`config.mk`:
```
export PLATFORM = sky130hd
export DESIGN_NAME = current_limit_guard_flat
export DESIGN_NICKNAME = d
export VERILOG_FILES = /design/src/rtl/current_limit_guard_if.sv /design/src/rtl/current_limit_guard.sv /design/src/flat_wrapper.sv
export SDC_FILE = /design/constraint.sdc
export NUM_CORES = 1
export LEC_CHECK = 0
export CAP_MARGIN = 25
export CORE_UTILIZATION = 53
export CTS_CLUSTER_SIZE = 10
export DETAILED_ROUTE_END_ITERATION = 10
export HOLD_SLACK_MARGIN = 0.1
export PLACE_DENSITY = 0.92
export SYNTH_ARGS = -nofsm -noshare
export SYNTH_HDL_FRONTEND = slang
export SYNTH_SLANG_ARGS = --single-unit
```
`constraint.sdc`:
```
create_clock -name clk -period 4.9 [get_ports clk]
set_clock_uncertainty 0.05 [all_clocks]
set_input_delay 0.98 -clock clk [delete_from_list [all_inputs] [get_ports clk]]
set_output_delay 0.98 -clock clk [all_outputs]
set_load 0.02 [all_outputs]
```
`src/rtl/current_limit_guard_if.sv`:
```
// Bus between the HPS/current-monitor side and the current limit guard.
// current_valid is a one-cycle qualifier: current_average is consumed on the edge where it is 1; there is no back-pressure.
interface current_limit_guard_if #(
  parameter int CURRENT_W = 32
);
  logic [CURRENT_W-1:0] current_average;
  logic                 current_valid;
  logic [1:0]           power_request;
  logic                 clear_latch;
  logic [1:0]           power_enable;
  logic                 tripped;
  logic [1:0]           retry_count;
  logic [2:0]           guard_state;

  modport master (
    output current_average, current_valid, power_request, clear_latch,
    input  power_enable, tripped, retry_count, guard_state
  );

  modport slave (
    input  current_average, current_valid, power_request, clear_latch,
    output power_enable, tripped, retry_count, guard_state
  );
endinterface

```
`src/rtl/current_limit_guard.sv`:
```
// Over-current guard: gates motor power enables, trips on sustained over-current,
// retries after a cooldown and latches off once the retry budget is spent.
module current_limit_guard #(
  parameter int                   CURRENT_W         = 32,
  parameter logic [CURRENT_W-1:0] TRIP_THRESHOLD    = CURRENT_W'(1000),
  parameter logic [CURRENT_W-1:0] RELEASE_THRESHOLD = CURRENT_W'(900),
  parameter int                   TRIP_CYCLES       = 50000,
  parameter int                   COOLDOWN_CYCLES   = 50000000,
  parameter int                   MAX_RETRIES       = 3
) (
  input logic                  clk,
  input logic                  reset,
  current_limit_guard_if.slave bus
);

  localparam int CNT_MAX = (TRIP_CYCLES > COOLDOWN_CYCLES) ? TRIP_CYCLES : COOLDOWN_CYCLES;
  localparam int CNT_W   = $clog2(CNT_MAX + 1);
  localparam logic [CNT_W-1:0] TRIP_LAST = CNT_W'(TRIP_CYCLES - 1);
  localparam logic [CNT_W-1:0] COOL_LAST = CNT_W'(COOLDOWN_CYCLES - 1);
  localparam logic [1:0]       RC_MAX    = 2'(MAX_RETRIES);

  typedef enum logic [2:0] {
    S_IDLE     = 3'd0,
    S_ON       = 3'd1,
    S_OVER     = 3'd2,
    S_COOLDOWN = 3'd3,
    S_LATCHED  = 3'd4
  } state_t;

  state_t           state, state_n;
  logic [CNT_W-1:0] cnt, cnt_n;
  logic [1:0]       rc, rc_n;
  logic [1:0]       pe;
  logic             tr;
  logic             req_on, over, release_ok;

  assign req_on     = (bus.power_request != 2'b00);
  assign over       = bus.current_valid && (bus.current_average > TRIP_THRESHOLD);
  assign release_ok = bus.current_valid && (bus.current_average <= RELEASE_THRESHOLD);

  always_comb begin
    state_n = state;
    rc_n    = rc;
    cnt_n   = '0;
    case (state)
      S_IDLE: begin
        if (req_on) state_n = S_ON;
      end
      S_ON: begin
        if (!req_on) begin
          state_n = S_IDLE;
          rc_n    = 2'd0;
        end else if (over) begin
          state_n = S_OVER;
        end
      end
      S_OVER: begin
        // Request-off beats release, release beats trip.
        if (!req_on) begin
          state_n = S_IDLE;
          rc_n    = 2'd0;
        end else if (release_ok) begin
          state_n = S_ON;
        end else if (cnt == TRIP_LAST) begin
          if (rc == RC_MAX) begin
            state_n = S_LATCHED;
          end else begin
            state_n = S_COOLDOWN;
            rc_n    = rc + 2'd1;
          end
        end
      end
      S_COOLDOWN: begin
        if (cnt == COOL_LAST) state_n = S_IDLE;
      end
      S_LATCHED: begin
        if (bus.clear_latch) state_n = S_IDLE;
      end
      default: state_n = S_IDLE;
    endcase

    // A clear always wins the retry count, even when it lands on a trip.
    if (bus.clear_latch) rc_n = 2'd0;

    if (state_n != state) cnt_n = '0;
    else if (state == S_OVER || state == S_COOLDOWN) cnt_n = cnt + CNT_W'(1);
    else cnt_n = '0;
  end

  always_ff @(posedge clk) begin
    if (reset) begin
      state <= S_IDLE;
      cnt   <= '0;
      rc    <= 2'd0;
      pe    <= 2'b00;
      tr    <= 1'b0;
    end else begin
      state <= state_n;
      cnt   <= cnt_n;
      rc    <= rc_n;
      pe    <= (state_n == S_ON || state_n == S_OVER) ? bus.power_request : 2'b00;
      tr    <= (state_n == S_LATCHED);
    end
  end

  assign bus.power_enable = pe;
  assign bus.tripped      = tr;
  assign bus.retry_count  = rc;
  assign bus.guard_state  = state;

endmodule

```
`src/flat_wrapper.sv`:
```
// flat-port wrapper written by rule: the top's interface ports become plain ports
module current_limit_guard_flat 
#(
  parameter int                   CURRENT_W         = 32,
  parameter logic [CURRENT_W-1:0] TRIP_THRESHOLD    = CURRENT_W'(1000),
  parameter logic [CURRENT_W-1:0] RELEASE_THRESHOLD = CURRENT_W'(900),
  parameter int                   TRIP_CYCLES       = 50000,
  parameter int                   COOLDOWN_CYCLES   = 50000000,
  parameter int                   MAX_RETRIES       = 3
)
  (clk, reset, bus_current_average, bus_current_valid, bus_power_request, bus_clear_latch, bus_power_enable, bus_tripped, bus_retry_count, bus_guard_state);
  current_limit_guard_if #(.CURRENT_W(CURRENT_W)) bus_i ();
  input logic clk;
  input logic reset;
  input wire logic [$bits(bus_i.current_average)-1:0] bus_current_average;
  input wire logic [$bits(bus_i.current_valid)-1:0] bus_current_valid;
  input wire logic [$bits(bus_i.power_request)-1:0] bus_power_request;
  input wire logic [$bits(bus_i.clear_latch)-1:0] bus_clear_latch;
  output wire logic [$bits(bus_i.power_enable)-1:0] bus_power_enable;
  output wire logic [$bits(bus_i.tripped)-1:0] bus_tripped;
  output wire logic [$bits(bus_i.retry_count)-1:0] bus_retry_count;
  output wire logic [$bits(bus_i.guard_state)-1:0] bus_guard_state;
  assign bus_i.current_average = bus_current_average;
  assign bus_i.current_valid = bus_current_valid;
  assign bus_i.power_request = bus_power_request;
  assign bus_i.clear_latch = bus_clear_latch;
  assign bus_power_enable = bus_i.power_enable;
  assign bus_tripped = bus_i.tripped;
  assign bus_retry_count = bus_i.retry_count;
  assign bus_guard_state = bus_i.guard_state;
  current_limit_guard #(.CURRENT_W(CURRENT_W), .TRIP_THRESHOLD(TRIP_THRESHOLD), .RELEASE_THRESHOLD(RELEASE_THRESHOLD), .TRIP_CYCLES(TRIP_CYCLES), .COOLDOWN_CYCLES(COOLDOWN_CYCLES), .MAX_RETRIES(MAX_RETRIES)) u_core (.clk(clk), .reset(reset), .bus(bus_i));
endmodule
```
# Yosys cells after proc, flatten, opt, wreduce, memory -nomap -nowiden
# Index checks and enable logic that the tools add are counted.
[totals]
regBits = 34
[op_classes]
n_mux = 16
addsub = 2
magnitude_cmp = 2
n_eq_ne = 15
bitwise_logic = 2
reduce_logical = 11
[op_table]
columns = ["op", "n"]
rows = [
  ["32-bit by 10-bit greater-than comparator with 1-bit output, second input constant", 1],
  ["32-bit by 10-bit less-or-equal comparator with 1-bit output, second input constant", 1],
  ["3-bit two-way mux", 9],
  ["26-bit by 1-bit adder with 26-bit output, second input constant", 1],
  ["26-bit by 16-bit equality test with 1-bit output, second input constant", 1],
  ["26-bit equality test, second input constant", 1],
  ["3-bit one-hot mux with 5 select lines", 1],
  ["2-bit two-way mux", 5],
  ["3-bit by 2-bit equality test with 1-bit output, second input constant", 3],
  ["3-bit inequality test, second input constant", 3],
  ["3-bit by 1-bit equality test with 1-bit output, second input constant", 2],
  ["3-bit equality test, second input constant", 2],
  ["5-bit AND reduction", 1],
  ["2-bit one-hot mux with 2 select lines", 1],
  ["2-bit nonzero test", 2],
  ["2-bit OR reduction", 2],
  ["3-bit zero test", 1],
  ["3-bit inequality test", 1],
  ["3-bit OR reduction", 1],
  ["2-bit by 1-bit adder with 2-bit output, second input constant", 1],
  ["2-bit equality test, second input constant", 1],
  ["1-bit logical AND", 2],
  ["1-bit logical OR", 2],
  ["2-bit inequality test, second input constant", 1],
  ["1-bit inverter", 2],
]

# Depth between registers and ports, before layout
[logic_depth]
ltp_word = 10
depth_mapped = 8

# Worst setup path before layout
# OpenSTA, ideal clock, no wires.
[synth_timing]
path_type = "input -> register"
from = "in bus_current_average[18]"
to = "reg u_core.cnt[3]"
required_ns = 4.770
arrival_time_ns = 2.488
setup_slack_ns = 2.282
n_path_buf = 1
path_stages = 7
cell_sequence = "nor4_2 -> nand4_1 -> or3_4 -> a31oi_4 -> nand3_4 -> buf_6 -> a211oi_2"
[synth_via]
elab_chain_len = 7
[synth_rtl]
columns = ["element", "line", "text"]
rows = [
  ["start, declared", "flat_wrapper.sv:15", "input wire logic [$bits(bus_i.current_average)-1:0] bus_current_average;"],
  ["32-bit by 10-bit less-or-equal comparator with 1-bit output or 32-bit by 10-bit greater-than comparator with 1-bit output (tied branches)", "current_limit_guard.sv:39, current_limit_guard.sv:38", ""],
  ["1-bit logical AND (on tied branches)", "current_limit_guard.sv:39, current_limit_guard.sv:38", ""],
  ["3-bit two-way mux (on tied branches)", "current_limit_guard.sv:62, current_limit_guard.sv:53", ""],
  ["3-bit two-way mux (on tied branches)", "current_limit_guard.sv:59, current_limit_guard.sv:50", ""],
  ["3-bit one-hot mux with 5 select lines *", "current_limit_guard.sv:45", "case (state)"],
  ["3-bit inequality test *", "current_limit_guard.sv:85", "if (state_n != state) cnt_n = '0;"],
  ["3-bit OR reduction (no line) *", "-", ""],
  ["end signal, assigned", "current_limit_guard.sv:99", "cnt <= cnt_n;"],
  ["end, declared", "current_limit_guard.sv:31", "logic [CNT_W-1:0] cnt, cnt_n;"],
]
# Every way passes the cells marked *; elsewhere a longest branch is shown, timed or not.
# A chain may end at the register's enable or synchronous reset.

# Final worst setup path
[layout_timing]
from = "in bus_current_average[12]"
to = "reg u_core.cnt[14]"
# The elaborated chain is that of the path after synthesis.

==> results.json <==
{
  "synthXorXnorAreaFrac_pct": 11.3,
  "n_fill_cell": 269,
  "rr_worst_depth": 7,
  "critical_path_buf_inv_count": 1,
  "clock_path_buffers": 2,
  "grt_pass1_vias": 1537,
  "drt_first_iter_violations": 108,
  "diodes": 0,
  "cpLargestDelayFamily": "simple AND/OR/NAND/NOR gates",
  "gp_congestion": 0.841,
  "outcome": "finished, final reports clean",
  "grt_usage_pct": 24.8,
  "postCtsSetupBuffers": 0,
  "io_pins": 46,
  "cts.sinks": 34,
  "hold-path-cell-count": 1,
  "synth_fa_ha_area_share_pct": 1.34,
  "cts_buffers": 5,
  "cts_hold_buf": 0,
  "viasPerCell": 5.71,
  "critical_path_class": "in -> reg",
  "die-area_sq_um": 3750,
  "die_x_um": 61.3,
  "firstDrtPassIters": 4,
  "grt_pass1_wl_mm": 6.83,
  "hp-start": "u_core.cnt[0]",
  "synth_fp_nets": 248,
  "routedWlPerCell_um": 14.1,
  "cts_tree": "built",
  "antenna_found_initial": 0,
  "clk-insertion-delay-late_ns": 0.33,
  "hold_viol_final": 0,
  "critPathMaxStageDelay_ns": 0.42,
  "synthToLayoutAreaGrowth_pct": 28.9,
  "drt.antenna.violating_nets": 0,
  "vias": 1735,
  "crit_chain": "clkdlybuf4s50_1 -> nor4_1 -> nand3_1 -> or3_4 -> a31oi_4 -> nand3_4 -> a211oi_1",
  "end_kind": "flip-flop",
  "leakage_uw": 0.000726,
  "vdd_ir_drop_max_mv": 0.124,
  "multiInputGateArea_sq_um": 1130,
  "r2r_slack_ns": 2.38,
  "fin_nets": 297,
  "fmax_mhz": 330,
  "r2r-start": "u_core.cnt[0]",
  "synth-simple-area-share_pct": 33.1,
  "synth_top_family_by_area": "simple AND/OR/NAND/NOR gates",
  "hp-class": "reg -> reg",
  "layout_min_cycle_time_ns": 3.03,
  "yosys_warnings": 0,
  "finalWorstSetupSlack_ns": 1.87,
  "relSlewSlack_pct": 61.7,
  "cp.arrival_ns": 3.23,
  "maxCapViolCount": 0,
  "powerDensity_nw_per_um2": 219,
  "r2r_end": "u_core.cnt[14]",
  "ys_async_sr_fraction_pct": 0,
  "syn_area_per_cell_sq_um": 8.95,
  "synthesis.area_sq_um": 1860,
  "whs_ns": 0.420,
  "clockRootBuffer": "clkbuf_4",
  "crit_cells": 7,
  "synth-main-ff-cell": "dfxtp_1",
  "tightestPinTransition_ns": 0.569,
  "setup.worst_path.start_class": "input port",
  "synth-edff-count": 0,
  "period_share_pct": 61.8,
  "path_clk_slew_ns": 0.10,
  "fin_setup_tns_ns": 0,
  "muxShareOfSynthArea_pct": 0,
  "overflow": 0,
  "cts_htree_levels": 2,
  "grt_max_degree": 26,
  "cts_resized": 0,
  "die_y_um": 61.3,
  "synth_cell_types": 39,
  "place_ws_ns": 1.54,
  "required_ns": 5.10,
  "core-area_sq_um": 3360,
  "synth_cells": 208,
  "rows": 21,
  "synth-compound-area-share_pct": 14.9,
  "drt_wl_total_mm": 4.30,
  "rsz0062_at_grt": "no",
  "seq_area_sq_um": 681,
  "crit_path_end": "u_core.cnt[14]",
  "finalPower_uw": 525,
  "ys_seq_area_share_pct": 36.6,
  "start_util_pct": 55.4,
  "hpwl_mm": 3.29,
  "drive_gt1_share_pct": 10.1,
  "ys_ff_latch": 34,
  "crit_path_start": "bus_current_average[12]",
  "finalCoreUtilization_pct": 71.4,
  "setup_viol": 0,
  "crit_path_top_delay_cell": "or3_4",
  "port_buffers": 45,
  "cp_max_fo": 25,
  "drc": 0,
  "maxSlewViolCount": 0
}
-- final cells by class --
| type | instances | area share, % |
|---|---|---|
| Multi-Input combinational cell | 166 | 47.0 |
| Sequential cell | 34 | 28.4 |
| Timing Repair Buffer | 45 | 18.8 |
| Tap cell | 46 | 2.40 |
| Clock buffer | 6 | 2.14 |
| Inverter | 5 | 0.782 |
| Clock inverter | 2 | 0.521 |
-- through the flow --
stage / cells / cell area [sq um]
floorplan: 208 / 1860
global placement: 296 / 2340
detailed placement: 296 / 2340
CTS: 304 / 2400
global route: 304 / 2400
finish: 304 / 2400
-- sequential cells by signal, summed over array words and instances (netlist names) --
name	cells
u_core.bus.tripped	1
u_core.cnt	26
u_core.bus.guard_state	3
u_core.bus.power_enable	2
u_core.bus.retry_count	2
-- Yosys cell counts, drive strengths merged, types with 4 or more instances --
library cell / count / share of area [%]
o31ai: 4 / 1.6
nand2: 10 / 2.0
xnor2: 12 / 5.6
nor2: 29 / 5.8
nand3: 19 / 6.0
nand4: 6 / 2.0
dfxtp: 34 / 37
nor4: 13 / 6.0
a21oi: 7 / 1.9
xor2: 12 / 5.6
and3: 5 / 1.7
inv: 5 / 1.0
and4: 4 / 1.9
nor3: 10 / 3.3
a211oi: 10 / 4.8
-- worst reg2reg max path: stages, from the launching register on --
cell and delay [ns]:
dfxtp_1 0.34, ha_1 0.22, and3_1 0.23, and3_1 0.19
and3_1 0.25, o311ai_2 0.52, nand3_4 0.36, a211oi_1 0.28
-- per-layer routing --
metal	track usage [%]	share of wire [%]	vias up
met5	0	0	-
met3	6.51	5.1	13
met4	7.79	1.5	0
li1	-	-	874
met2	41.1	48	54
met1	31.4	45	794
-- report_power, final --
part           internal [uW]  total (uW)  switching (uW)
clock                   68.9         162            92.9
sequential               279         283            4.18
combinational           42.7        79.6            37.0
-- how the worst min path moves through the flow --
stage	endpoint	slack, ns
floorplan	u_core.cnt[0]	0.37
global placement	u_core.cnt[0]	0.39
detailed placement	u_core.cnt[0]	0.42
CTS	u_core.cnt[0]	0.43
global route	u_core.cnt[0]	0.44
finish	u_core.cnt[0]	0.42
-- cells in the final DEF, fill, tap and decap left out, types with 8 or more instances in the layout --
| cell type | instances |
|---|---|
| clkdlybuf4s50_1 | 45 |
| dfxtp_1 | 34 |
| nand2_1 | 10 |
| nand3_1 | 17 |
| nor2_1 | 29 |
| nor3_1 | 9 |
| nor4_1 | 8 |
| xnor2_1 | 12 |
| xor2_1 | 12 |
-- cell families (layout without fill, tap and decap cells) --
logic type	Yosys count	in the layout
AO/OA/AOI/OAI	33	33
XOR/XNOR	24	24
adder cells (fa/ha/maj)	2	2
AND/OR/NAND/NOR	107	107
flip-flops	34	34
buffers and inverters	8	58
No activity file was read; power rests on OpenSTA's default activity.
